**src/rtl/peripheral_bridge_ahb2apb4_if.sv**
```systemverilog
//============================================================================
// Module      : peripheral_bridge_ahb2apb4_if
// Description : AHB-Lite slave side and APB4 master side of the bridge.
// Revision    : 1.0
//============================================================================
`default_nettype none

interface peripheral_bridge_ahb2apb4_if #(
    parameter int HADDR_SIZE = 16,
    parameter int HDATA_SIZE = 32
);
    logic                      HSEL;
    logic [HADDR_SIZE-1:0]     HADDR;
    logic [HDATA_SIZE-1:0]     HWDATA;
    logic [HDATA_SIZE-1:0]     HRDATA;
    logic                      HWRITE;
    logic [2:0]                HSIZE;
    logic [2:0]                HBURST;
    logic [3:0]                HPROT;
    logic [1:0]                HTRANS;
    logic                      HMASTLOCK;
    logic                      HREADY;
    logic                      HREADYOUT;
    logic                      HRESP;

    logic                      PSEL;
    logic                      PENABLE;
    logic [HADDR_SIZE-1:0]     PADDR;
    logic                      PWRITE;
    logic [HDATA_SIZE-1:0]     PWDATA;
    logic [HDATA_SIZE/8-1:0]   PSTRB;
    logic [2:0]                PPROT;
    logic [HDATA_SIZE-1:0]     PRDATA;
    logic                      PREADY;
    logic                      PSLVERR;

    modport slave (
        input  HSEL, HADDR, HWDATA, HWRITE, HSIZE, HBURST, HPROT, HTRANS,
               HMASTLOCK, HREADY,
        output HRDATA, HREADYOUT, HRESP,
        output PSEL, PENABLE, PADDR, PWRITE, PWDATA, PSTRB, PPROT,
        input  PRDATA, PREADY, PSLVERR
    );

    modport master (
        output HSEL, HADDR, HWDATA, HWRITE, HSIZE, HBURST, HPROT, HTRANS,
               HMASTLOCK, HREADY,
        input  HRDATA, HREADYOUT, HRESP,
        input  PSEL, PENABLE, PADDR, PWRITE, PWDATA, PSTRB, PPROT,
        output PRDATA, PREADY, PSLVERR
    );
endinterface

`default_nettype wire

```
**src/rtl/peripheral_bridge_ahb2apb4.sv**
```systemverilog
//============================================================================
// Module      : peripheral_bridge_ahb2apb4
// Description : AHB-Lite slave to APB4 master bridge, one APB transfer per beat.
// Revision    : 1.0
//============================================================================
`default_nettype none

module peripheral_bridge_ahb2apb4 #(
    parameter int HADDR_SIZE = 16,
    parameter int HDATA_SIZE = 32
) (
    input  wire logic                    HCLK,
    input  wire logic                    HRESETn,
    peripheral_bridge_ahb2apb4_if.slave  bus
);

    localparam int         NB       = HDATA_SIZE / 8;
    localparam int         OFFW     = $clog2(NB);
    localparam logic [2:0] MAX_SIZE = 3'(OFFW);

    typedef enum logic [2:0] {
        S_IDLE   = 3'd0,
        S_WDATA  = 3'd1,
        S_SETUP  = 3'd2,
        S_ACCESS = 3'd3,
        S_ERR1   = 3'd4,
        S_ERR2   = 3'd5
    } state_t;

    state_t                  state_q;
    logic                    psel_q;
    logic                    penable_q;
    logic [HADDR_SIZE-1:0]   paddr_q;
    logic                    pwrite_q;
    logic [HDATA_SIZE-1:0]   pwdata_q;
    logic [NB-1:0]           pstrb_q;
    logic [2:0]              pprot_q;
    logic                    hreadyout_q;
    logic                    hresp_q;
    logic [HDATA_SIZE-1:0]   hrdata_q;

    logic                    w_accept;
    logic                    w_size_err;
    logic [OFFW-1:0]         w_off;
    logic [NB-1:0]           w_strb;
    logic [2:0]              w_prot;
    logic                    w_unused;

    assign w_accept   = bus.HSEL & bus.HREADY & bus.HTRANS[1] &
                        ((state_q == S_IDLE) | (state_q == S_ERR2));
    assign w_size_err = (bus.HSIZE > MAX_SIZE);
    assign w_off      = bus.HADDR[OFFW-1:0];
    assign w_prot     = {~bus.HPROT[0], 1'b1, bus.HPROT[1]};
    assign w_unused   = ^{bus.HBURST, bus.HMASTLOCK, bus.HTRANS[0], bus.HPROT[3:2]};

    // Strobes are aligned down to the natural boundary of the access size.
    always_comb begin
        w_strb = '0;
        if (bus.HWRITE) begin
            case (bus.HSIZE)
                3'd0:    w_strb = NB'(1)  << w_off;
                3'd1:    w_strb = NB'(3)  << {w_off[OFFW-1:1], 1'b0};
                3'd2:    w_strb = NB'(15) << (w_off & ~OFFW'(3));
                default: w_strb = '1;
            endcase
        end
    end

    always_ff @(posedge HCLK or negedge HRESETn) begin
        if (!HRESETn) begin
            state_q     <= S_IDLE;
            psel_q      <= 1'b0;
            penable_q   <= 1'b0;
            paddr_q     <= '0;
            pwrite_q    <= 1'b0;
            pwdata_q    <= '0;
            pstrb_q     <= '0;
            pprot_q     <= '0;
            hreadyout_q <= 1'b1;
            hresp_q     <= 1'b0;
            hrdata_q    <= '0;
        end else begin
            case (state_q)
                S_IDLE, S_ERR2: begin
                    state_q     <= S_IDLE;
                    hreadyout_q <= 1'b1;
                    hresp_q     <= 1'b0;
                    if (w_accept) begin
                        paddr_q     <= bus.HADDR;
                        pwrite_q    <= bus.HWRITE;
                        pstrb_q     <= w_strb;
                        pprot_q     <= w_prot;
                        hreadyout_q <= 1'b0;
                        if (w_size_err) begin
                            state_q <= S_ERR1;
                            hresp_q <= 1'b1;
                        end else if (bus.HWRITE) begin
                            state_q <= S_WDATA;
                        end else begin
                            state_q <= S_SETUP;
                            psel_q  <= 1'b1;
                        end
                    end
                end
                S_WDATA: begin
                    pwdata_q <= bus.HWDATA;
                    psel_q   <= 1'b1;
                    state_q  <= S_SETUP;
                end
                S_SETUP: begin
                    penable_q <= 1'b1;
                    state_q   <= S_ACCESS;
                end
                S_ACCESS: begin
                    if (bus.PREADY) begin
                        psel_q    <= 1'b0;
                        penable_q <= 1'b0;
                        if (bus.PSLVERR) begin
                            state_q <= S_ERR1;
                            hresp_q <= 1'b1;
                        end else begin
                            if (!pwrite_q) begin
                                hrdata_q <= bus.PRDATA;
                            end
                            hreadyout_q <= 1'b1;
                            state_q     <= S_IDLE;
                        end
                    end
                end
                S_ERR1: begin
                    hreadyout_q <= 1'b1;
                    hresp_q     <= 1'b1;
                    state_q     <= S_ERR2;
                end
                default: begin
                    state_q     <= S_IDLE;
                    psel_q      <= 1'b0;
                    penable_q   <= 1'b0;
                    hreadyout_q <= 1'b1;
                    hresp_q     <= 1'b0;
                end
            endcase
        end
    end

    assign bus.PSEL      = psel_q;
    assign bus.PENABLE   = penable_q;
    assign bus.PADDR     = paddr_q;
    assign bus.PWRITE    = pwrite_q;
    assign bus.PWDATA    = pwdata_q;
    assign bus.PSTRB     = pstrb_q;
    assign bus.PPROT     = pprot_q;
    assign bus.HREADYOUT = hreadyout_q;
    assign bus.HRESP     = hresp_q;
    assign bus.HRDATA    = hrdata_q;

endmodule

`default_nettype wire

```
**src/flat_wrapper.sv**
```systemverilog
// flat-port wrapper written by rule: the top's interface ports become plain ports
module peripheral_bridge_ahb2apb4_flat 
#(
    parameter int HADDR_SIZE = 16,
    parameter int HDATA_SIZE = 32
)
  (HCLK, HRESETn, bus_HSEL, bus_HADDR, bus_HWDATA, bus_HWRITE, bus_HSIZE, bus_HBURST, bus_HPROT, bus_HTRANS, bus_HMASTLOCK, bus_HREADY, bus_HRDATA, bus_HREADYOUT, bus_HRESP, bus_PSEL, bus_PENABLE, bus_PADDR, bus_PWRITE, bus_PWDATA, bus_PSTRB, bus_PPROT, bus_PRDATA, bus_PREADY, bus_PSLVERR);
  peripheral_bridge_ahb2apb4_if #(.HADDR_SIZE(HADDR_SIZE), .HDATA_SIZE(HDATA_SIZE)) bus_i ();
  input  wire logic HCLK;
  input  wire logic HRESETn;
  input wire logic [$bits(bus_i.HSEL)-1:0] bus_HSEL;
  input wire logic [$bits(bus_i.HADDR)-1:0] bus_HADDR;
  input wire logic [$bits(bus_i.HWDATA)-1:0] bus_HWDATA;
  input wire logic [$bits(bus_i.HWRITE)-1:0] bus_HWRITE;
  input wire logic [$bits(bus_i.HSIZE)-1:0] bus_HSIZE;
  input wire logic [$bits(bus_i.HBURST)-1:0] bus_HBURST;
  input wire logic [$bits(bus_i.HPROT)-1:0] bus_HPROT;
  input wire logic [$bits(bus_i.HTRANS)-1:0] bus_HTRANS;
  input wire logic [$bits(bus_i.HMASTLOCK)-1:0] bus_HMASTLOCK;
  input wire logic [$bits(bus_i.HREADY)-1:0] bus_HREADY;
  output wire logic [$bits(bus_i.HRDATA)-1:0] bus_HRDATA;
  output wire logic [$bits(bus_i.HREADYOUT)-1:0] bus_HREADYOUT;
  output wire logic [$bits(bus_i.HRESP)-1:0] bus_HRESP;
  output wire logic [$bits(bus_i.PSEL)-1:0] bus_PSEL;
  output wire logic [$bits(bus_i.PENABLE)-1:0] bus_PENABLE;
  output wire logic [$bits(bus_i.PADDR)-1:0] bus_PADDR;
  output wire logic [$bits(bus_i.PWRITE)-1:0] bus_PWRITE;
  output wire logic [$bits(bus_i.PWDATA)-1:0] bus_PWDATA;
  output wire logic [$bits(bus_i.PSTRB)-1:0] bus_PSTRB;
  output wire logic [$bits(bus_i.PPROT)-1:0] bus_PPROT;
  input wire logic [$bits(bus_i.PRDATA)-1:0] bus_PRDATA;
  input wire logic [$bits(bus_i.PREADY)-1:0] bus_PREADY;
  input wire logic [$bits(bus_i.PSLVERR)-1:0] bus_PSLVERR;
  assign bus_i.HSEL = bus_HSEL;
  assign bus_i.HADDR = bus_HADDR;
  assign bus_i.HWDATA = bus_HWDATA;
  assign bus_i.HWRITE = bus_HWRITE;
  assign bus_i.HSIZE = bus_HSIZE;
  assign bus_i.HBURST = bus_HBURST;
  assign bus_i.HPROT = bus_HPROT;
  assign bus_i.HTRANS = bus_HTRANS;
  assign bus_i.HMASTLOCK = bus_HMASTLOCK;
  assign bus_i.HREADY = bus_HREADY;
  assign bus_HRDATA = bus_i.HRDATA;
  assign bus_HREADYOUT = bus_i.HREADYOUT;
  assign bus_HRESP = bus_i.HRESP;
  assign bus_PSEL = bus_i.PSEL;
  assign bus_PENABLE = bus_i.PENABLE;
  assign bus_PADDR = bus_i.PADDR;
  assign bus_PWRITE = bus_i.PWRITE;
  assign bus_PWDATA = bus_i.PWDATA;
  assign bus_PSTRB = bus_i.PSTRB;
  assign bus_PPROT = bus_i.PPROT;
  assign bus_i.PRDATA = bus_PRDATA;
  assign bus_i.PREADY = bus_PREADY;
  assign bus_i.PSLVERR = bus_PSLVERR;
  peripheral_bridge_ahb2apb4 #(.HADDR_SIZE(HADDR_SIZE), .HDATA_SIZE(HDATA_SIZE)) u_core (.HCLK(HCLK), .HRESETn(HRESETn), .bus(bus_i));
endmodule
```
**config.mk**
```make
export PLATFORM = sky130hd
export DESIGN_NAME = peripheral_bridge_ahb2apb4_flat
export DESIGN_NICKNAME = d
export VERILOG_FILES = /design/src/rtl/peripheral_bridge_ahb2apb4_if.sv /design/src/rtl/peripheral_bridge_ahb2apb4.sv /design/src/flat_wrapper.sv
export SDC_FILE = /design/constraint.sdc
export NUM_CORES = 1
export LEC_CHECK = 0
export BUFFER_PORTS_ARGS = -buffer_cell sky130_fd_sc_hd__buf_2
export CAP_MARGIN = 5
export CELL_PAD_IN_SITES_DETAIL_PLACEMENT = 1
export CELL_PAD_IN_SITES_GLOBAL_PLACEMENT = 1
export CORE_UTILIZATION = 35
export CTS_BUF_LIST = sky130_fd_sc_hd__clkbuf_2
export CTS_CLUSTER_DIAMETER = 80
export DETAILED_ROUTE_END_ITERATION = 16
export GPL_TIMING_DRIVEN = 0
export PLACE_DENSITY_LB_ADDON = 0.3
export SETUP_SLACK_MARGIN = 0.05
export SYNTH_ARGS = -nofsm -noshare
export SYNTH_HDL_FRONTEND = slang
export SYNTH_SLANG_ARGS = --single-unit
```
**constraint.sdc**
```tcl
create_clock -name HCLK -period 2.2 [get_ports HCLK]
set_clock_uncertainty 0.2 [all_clocks]
set_input_delay 0.22 -clock HCLK [delete_from_list [all_inputs] [get_ports HCLK]]
set_output_delay 0.22 -clock HCLK [all_outputs]
set_load 0.02 [all_outputs]
```
== After elaboration in Yosys (flattened, before gate mapping) ==
Index checks and enable logic that the tools add are counted.

* Input port bits: 100
* Word-level logic and storage cells: 71
* Flip-flop bits (word level): 95

* Reductions and logical operators: 12
* Bitwise operators: 10
* Mux-type cells: 23
* Equality and inequality tests: 12
* Order comparisons: 1
* Shift operators: 2

{| class="wikitable"
|+ Operators with widths
! cell !! number
|-
| case mux 3 bit (5 select lines) || 1
|-
| 2-to-1 mux 3 bit || 4
|-
| 2-to-1 mux 1 bit || 11
|-
| != test 2 bit (second input constant) || 5
|-
| case mux 1 bit (4 select lines) || 2
|-
| case mux 4 bit (2 select lines) || 1
|-
| == test 3 x 1 -> 1 bit (second input constant) || 2
|-
| == test 3 x 2 -> 1 bit (second input constant) || 2
|-
| == test 3 bit (second input constant) || 2
|-
| logical NOT 3 bit || 2
|-
| NOT 1 bit || 6
|-
| case mux 1 bit (3 select lines) || 2
|-
| AND reduction 3 bit || 2
|-
| OR reduction 2 bit || 3
|-
| AND reduction 5 bit || 1
|-
| 2-to-1 mux 4 bit || 1
|-
| AND reduction 2 bit || 2
|-
| AND reduction 4 bit || 1
|-
| OR reduction 4 bit || 1
|-
| << shifter 1 x 2 -> 4 bit (first input constant) || 1
|-
| << shifter 2 x 2 -> 4 bit (first input constant) || 1
|-
| bitwise AND 1 bit || 3
|-
| greater-than comparator 3 x 2 -> 1 bit (second input constant) || 1
|-
| 2-to-1 mux 2 bit || 1
|-
| 2 further kinds || 2
|}

== Depth between registers and ports, before layout ==
Gate-level depths: netlist (run 1).

* Depth after elaboration: 5
* Mapped depth: 7
* Mapped depth without buffers: 4

== Worst setup path before layout (run 1) ==
OpenSTA, ideal clock, no wires.

* Path type: reg-to-reg
* Start point: register u_core.state_q[0]
* End point: register u_core.hrdata_q[22] (netlist: u_core.bus.HRDATA[22])
* Path buffers: 2
* Library setup time: 125 ps
* Clock period less this slack: 1638 ps
* Required time: 1875 ps
* Data arrival time: 1313 ps
* Slack: 562 ps
* Stages on the path, launching flop included: 6
* Cell sequence: dfrtp_1 -> buf_4 -> and2b_2 -> nand4_4 -> buf_6 -> mux2_2

* Cells in the longest elaborated chain, start to end: 2

{| class="wikitable"
|+ Ends and longest elaborated chain
! item !! line !! RTL
|-
| from (decl) || peripheral_bridge_ahb2apb4.sv:30 || <nowiki>state_t state_q;</nowiki>
|-
| from (signal assigned) || peripheral_bridge_ahb2apb4.sv:71 || <nowiki>state_q <= S_IDLE;</nowiki>
|-
| from (signal assigned) || peripheral_bridge_ahb2apb4.sv:85 || <nowiki>state_q <= S_IDLE;</nowiki>
|-
| from (signal assigned) || peripheral_bridge_ahb2apb4.sv:95 || <nowiki>state_q <= S_ERR1;</nowiki>
|-
| == test 3 x 2 -> 1 bit || peripheral_bridge_ahb2apb4.sv:83 || <nowiki>case (state_q)</nowiki>
|-
| AND reduction 4 bit (no source line) || -- ||
|-
| to (signal assigned) || peripheral_bridge_ahb2apb4.sv:123 || <nowiki>hrdata_q <= bus.PRDATA;</nowiki>
|-
| to (decl) || peripheral_bridge_ahb2apb4.sv:40 || <nowiki>logic [HDATA_SIZE-1:0] hrdata_q;</nowiki>
|}

Every way passes these cells.
A chain may end at the register's enable or synchronous reset.

== Worst setup path in the final report (run 1) ==
* Start point: register u_core.state_q[0]
* End point: register u_core.hrdata_q[21] (netlist: u_core.bus.HRDATA[21])

Same word-level chain as after synthesis.

==> flow_summary.ini, run 1 <==
[status]
status = complete, no violations

[finish]
syn_to_final_growth_pct = 59.1
nets = 690
fillers = 1173
drive_gt1_share_pct = 47.7
fin_cells = 732

[min_path]
hold_end = u_core.bus.PPROT[2]
min_from = bus_HPROT[0]
whs_path_depth = 3
min_path_type = input port to register

[placed_design]
place_hpwl_um = 6950
dp_cells = 614
finalWeightedCongestion = 0.767
numPortBuffers = 184

[critical_path]
r2r_end = u_core.bus.HRDATA[21]
cp_slowest_stage_delay_ps = 560
path_delay_family = buffers and inverters
r2r_slack_ps = 120
crit_type = register to register
worstPathCellList = buf_4, and2b_2, nand4_4, mux2_2, dlygate4sd3_1
reg2reg_depth = 5
path_buf_inv = 2
setup.worst_path.start = u_core.state_q[0]
crit_arrival_ps = 2360
slowest_stage = dlygate4sd3_1
required_ps = 2480
r2r-start = u_core.state_q[0]
start_kind = register
cp-end-kind = register
cp_max_fo = 10

[cts]
clock_tree.buffer_depth = 2
clk_pin_slew_ps = 290
htree_levels = 3
cts_tree = built
clock_sinks = 95
cts_made_buffers = 9
clockRootBuffer = clkbuf_2
clock_latency_ps = 510

[global_route]
grt_pass1_vias = 3913
antenna_found_initial = 1
grt.overflow.total = 0
grt_max_degree = 56
grt.total_usage_pct = 23.4
grt_pass1_wl_um = 20100

[floorplanning]
core_mm2 = 0.0104
die_h_um = 106
pin_count = 192
die_area_mm2 = 0.0112
initial_core_util_pct = 36.4
rows = 37
die_w_um = 106

[synthesis]
syn-cell-area_mm2 = 0.00379
synth_nets = 393
ys_seq_area_share_pct = 62.8
ys_types = 34
syn_avg_cell_area_um2 = 12.9
synth_seq_cells = 95
syn_inst = 293
ys_warn_count = 0

[timing]
timing.hold.ws_ps = 197
min_period_ps = 2080
finalHoldViolations = 0
tightest_slew_ps = 564
slew_violations = 0
max_freq_mhz = 480
fin_crit_sh_pct = 94.6
slew_headroom_pct = 62.4
setup_viol = 0
rsz0062_at_grt = true

[route]
drt_wl_total_um = 12400
routed_via_density = 4.64
detail-route-antenna-nets = 0
vias = 3397
first_pass_iters = 6
drc = 0
drtIter0Drc = 97
wl_per_cell_um = 16.9

[run]
cap_violations = 0

[pwr]
power-per-cell-area_mw_per_mm2 = 1280
vdd_drop_max_uv = 507
leakage_nw = 3.03
[synth_stat cells (all sizes together)]
master | count | area (um^2)
a21oi | 3 | 15.0
o21bai | 1 | 7.51
clkbuf | 2 | 7.51
nand2 | 65 | 244
or3 | 1 | 6.26
dfrtp | 94 | 2350
inv | 4 | 15.0
nand4 | 3 | 33.8
o22ai | 1 | 6.26
nor4 | 1 | 6.26
o41ai | 1 | 8.76
dfstp | 1 | 26.3
nor2b | 1 | 6.26
o221ai | 1 | 8.76
a21o | 1 | 7.51
o211ai | 2 | 15.0
nor2 | 7 | 26.3
and2b | 1 | 8.76
buf | 13 | 106
xor2 | 1 | 8.76
o21ai | 10 | 50.1
nand3b | 1 | 7.51
nor3 | 3 | 26.3
and3 | 1 | 6.26
a2bb2oi | 1 | 8.76
nand2b | 2 | 12.5
mux2 | 64 | 721
or3b | 1 | 8.76
nand3 | 6 | 30.0
[worst register-to-register path: cells and delay by family, from the launching register on]
family | cells | cell delay [ps]
buf+inv | 2 | 720
flops | 1 | 420
simple gates | 2 | 380
mux | 1 | 340
[metrics by stage]
step	cell area (um^2)	setup TNS, ps	total power, mW	util, %	setup WS, ps
after floorplan	3790	0	5.35	-	562
after global placement	4880	-21950	6.52	46.8	-241
after detailed placement	4910	0	6.67	47.1	358
after CTS	6020	0	7.68	57.8	104
after global routing	6030	0	8.25	57.9	41.9
final	6030	0	7.74	57.9	118
[sequential cells by signal, summed over array words and instances, names as in the netlist]
register              flops
u_core.bus.HRDATA        32
u_core.bus.PWDATA        32
u_core.bus.PADDR         16
u_core.bus.PSTRB          4
u_core.bus.PPROT          3
u_core.state_q            3
u_core.bus.HREADYOUT      1
u_core.bus.HRESP          1
u_core.bus.PENABLE        1
u_core.bus.PSEL           1
u_core.bus.PWRITE         1
[layer usage]
layer,vias up,global-route usage (%),share of wire [%]
met3,17,5.58,5.6
met1,1655,25.4,39
met5,-,0,0
met4,0,8.23,1.6
li1,1585,-,-
met2,140,44.2,54
[where the power goes]
part	total (mW)	leakage, nW	switching, mW	internal [mW]
Clock	0.855	0.0717	0.592	0.263
Sequential	3.05	1.15	0.463	2.59
Combinational	3.83	1.82	2.22	1.62
[area by class of cell]
cell class | instances | area [um^2] | share of cell area (%)
Sequential cell | 95 | 2380 | 39.5
Clock inverter | 6 | 61.3 | 1.02
Antenna cell | 1 | 2.50 | 0.0415
Timing Repair Buffer | 286 | 1950 | 32.4
Buffer | 15 | 115 | 1.91
Multi-Input combinational cell | 179 | 1280 | 21.2
Inverter | 4 | 15.0 | 0.249
Tap cell | 136 | 170 | 2.82
Clock buffer | 10 | 50.0 | 0.830
[how the worst max path moves through the flow]
stage | end | slack, ps | cells past startpoint
global route | u_core.bus.PSTRB[1] | 40 | 6
CTS | u_core.bus.HRDATA[21] | 100 | 4
global placement | u_core.bus.PWDATA[15] | -240 | 1
finish | u_core.bus.HRDATA[21] | 120 | 5
floorplan | u_core.bus.HRDATA[22] | 560 | 5
detailed placement | u_core.bus.PWDATA[5] | 360 | 5
[placed cells by master, fill, tap and decap left out, types with 2 or more instances in the layout]
cell	n
dfrtp_1	94
nand4_1	2
dlygate4sd3_1	98
nand2b_1	2
o211ai_1	2
buf_4	8
mux2_1	3
inv_1	4
clkbuf_2	11
o21ai_0	10
a21oi_1	3
nand2_1	65
nor2_1	7
buf_2	187
nand3_1	6
nor3_1	2
clkinv_2	3
buf_6	5
mux2_2	61
[timing repair]
item | CTS | global route
gates resized for setup | 0 | 2
setup endpoints to repair | 0 | 5
hold buffers | 100 | 0
hold endpoints to repair | 189 | 0
setup buffers | 0 | 3
[kinds of logic (layout without fill, tap and decap cells)]
family,count (synthesis),count (layout),share of synthesized area (%)
buffers and inverters,19,321,3.40
AOI/OAI and AO/OA,21,21,3.37
other,0,1,0
DFF,95,95,62.8
muxes,64,64,19.0
xor gates and xnor gates,1,1,0.231
and+or+nand+nor,93,93,11.2
Power figures use the tool's default switching activity.
==> run 2: changes to the inputs <==
--- a/config.mk
+++ b/config.mk
@@ -7,8 +7,8 @@
 export LEC_CHECK = 0
 export BUFFER_PORTS_ARGS = -buffer_cell sky130_fd_sc_hd__buf_2
-export CAP_MARGIN = 5
+export CAP_MARGIN = 20
 export CELL_PAD_IN_SITES_DETAIL_PLACEMENT = 1
 export CELL_PAD_IN_SITES_GLOBAL_PLACEMENT = 1
-export CORE_UTILIZATION = 35
+export CORE_UTILIZATION = 38
 export CTS_BUF_LIST = sky130_fd_sc_hd__clkbuf_2
 export CTS_CLUSTER_DIAMETER = 80
==> constraint.sdc (replaced) <==
create_clock -name HCLK -period 2.7 [get_ports HCLK]
set_clock_uncertainty 0.2 [all_clocks]
set_input_delay 0.27 -clock HCLK [delete_from_list [all_inputs] [get_ports HCLK]]
set_output_delay 0.27 -clock HCLK [all_outputs]
set_load 0.005 [all_outputs]
==> flow_summary.ini, run 2 (synthesized netlist as in run 1, its figures left out) <==
[finish]
layout_commonest_cell = buf_2
fin_util_pct = 61.7
drive_gt1_share_pct = 47.1
syn_to_final_growth_pct = 58.4
nets = 685
most-common-layout-cells = buf_2 (187), dlygate4sd3_1 (96), dfrtp_1 (94)
fin_cells = 724

[critical_path]
r2r_slack_ps = 510
slowest_stage = dlygate4sd3_1
cp_slowest_stage_delay_ps = 600
crit_type = input port to register
start_kind = input port
cp-end-kind = register
crit_arrival_ps = 2460
crit_path_frequent_cell = dlygate4sd3_1
cp_max_fo = 4
worstPathCellList = dlygate4sd3_1, buf_2, nor2_1, dlygate4sd3_1, o21ai_0, dlygate4sd3_1, nand3_1, nand2_1
required_ps = 2960

[pwr]
power-per-cell-area_mw_per_mm2 = 940
power_switching_share_pct = 34.2
p_sw_mw = 1.93
leakage_nw = 3.02
power.clock.fraction_pct = 13.8
power_frac_comb_pct = 41.9
power_frac_seq_pct = 44.3
vdd_drop_max_uv = 317
intPower_mw = 3.71
total_power_mw = 5.64

[route]
drt_wl_total_um = 12600
drc = 0
drtIter0Drc = 63
first_pass_iters = 6
detail-route-antenna-nets = 0
wl_per_cell_um = 17.4
vias = 3364
routed_via_density = 4.65

[placed_design]
finalWeightedCongestion = 0.776
place_hpwl_um = 7390
dp_cells = 611
numPortBuffers = 184

[floorplanning]
pin_count = 192
die_area_mm2 = 0.0104
core_mm2 = 0.00973
die_h_um = 102
die_w_um = 102
rows = 36
initial_core_util_pct = 38.9

[timing]
slew_violations = 0
rsz0062_at_grt = false
slew_headroom_pct = 54.4
timing.hold.ws_ps = 55.7
tightest_slew_ps = 684
min_period_ps = 2200
setup-tns-final_ps = 0
max_freq_mhz = 454
fin_crit_sh_pct = 81.6
setup_viol = 0
finalHoldViolations = 0

[cts]
post_cts_buffers = 0
cts_tree = built
cts_made_buffers = 9
clockRootBuffer = clkbuf_2
htree_levels = 3
clk_pin_slew_ps = 260
clock_tree.buffer_depth = 2
clock_latency_ps = 530
clock_sinks = 95

[run]
cap_violations = 0

[global_route]
grt.total_usage_pct = 25.4
use_met1_pct = 26.2
grt_max_degree = 52
grt.overflow.total = 0
busiest_layer = met2
antenna_found_initial = 1
grt_pass1_vias = 3821
met3_usage_pct = 6.02
gr-usage-met2_pct = 49.0
grt_pass1_wl_um = 19400

[min_path]
min_path_type = input port to asynchronous set/reset pin

[status]
status = complete, no violations
## run 2: cell types whose count changed in the layout (fill, tap and decap cells not counted), sizes merged
cell and change:
bufinv +1, dlygate4sd3 -2, buf -3, inv +1
clkinvlp -1, clkbuf -1
## run 2: per-stage QoR
stage               instance area, um^2  worst slack [ps]
detailed placement                 4900               834
CTS                                6000               501
global placement                   4870               201
finish                             6000               496
global route                       6000               417
floorplan                          3790              1060
## run 2: cell type report
| cell class | count | area [um^2] |
|---|---|---|
| fill | 1075 | 3730 |
| tap | 133 | 166 |
| buffer | 15 | 114 |
| antenna | 1 | 2.50 |
| clock inverter | 7 | 86.3 |
| multi-input combinational | 179 | 1280 |
| sequential | 95 | 2380 |
| clock buffer | 9 | 45.0 |
| inverter | 4 | 15.0 |
| timing repair buffer | 281 | 1910 |
## run 2: power by group through the flow
stage	sequential, mW	combinational [mW]	clock (mW)
after global placement	2.43	2.08	0
after detailed placement	2.50	2.18	0
after CTS	2.46	2.32	0.800
final	2.50	2.36	0.776
after global routing	2.58	2.61	0.862
after floorplan	2.53	1.06	0
## run 2: worst paths after layout
path	from	to	depth (start not counted)
max reg2reg	u_core.state_q[0]	u_core.state_q[0]	6
max in group asynchronous	HRESETn	u_core.bus.HREADYOUT	3
min	HRESETn	u_core.bus.PWDATA[9]	2
min in group HCLK	bus_HREADY	u_core.bus.PSTRB[1]	5
max	bus_HSIZE[1]	u_core.bus.PSTRB[3]	8
min reg2reg	u_core.bus.PPROT[1]	u_core.bus.PPROT[1]	1
## run 2: repair_timing
| item | CTS | global route |
|---|---|---|
| hold endpoints to repair | 164 | 0 |
| hold buffers | 96 | 0 |
| gates resized for setup | 0 | 0 |
## run 2: metal layers
layer  vias to the layer above  routed length, um
met1                      1641               4580
met4                         0                342
met3                        25                720
met5                         -                  0
li1                       1576                  -
met2                       122               6970
## run 2: worst max-delay path: cells and delay by family
family,cells,cell delay [ps]
buffers and inverters,4,1850
AOI/OAI and AO/OA,1,110
and+or+nand+nor,3,240
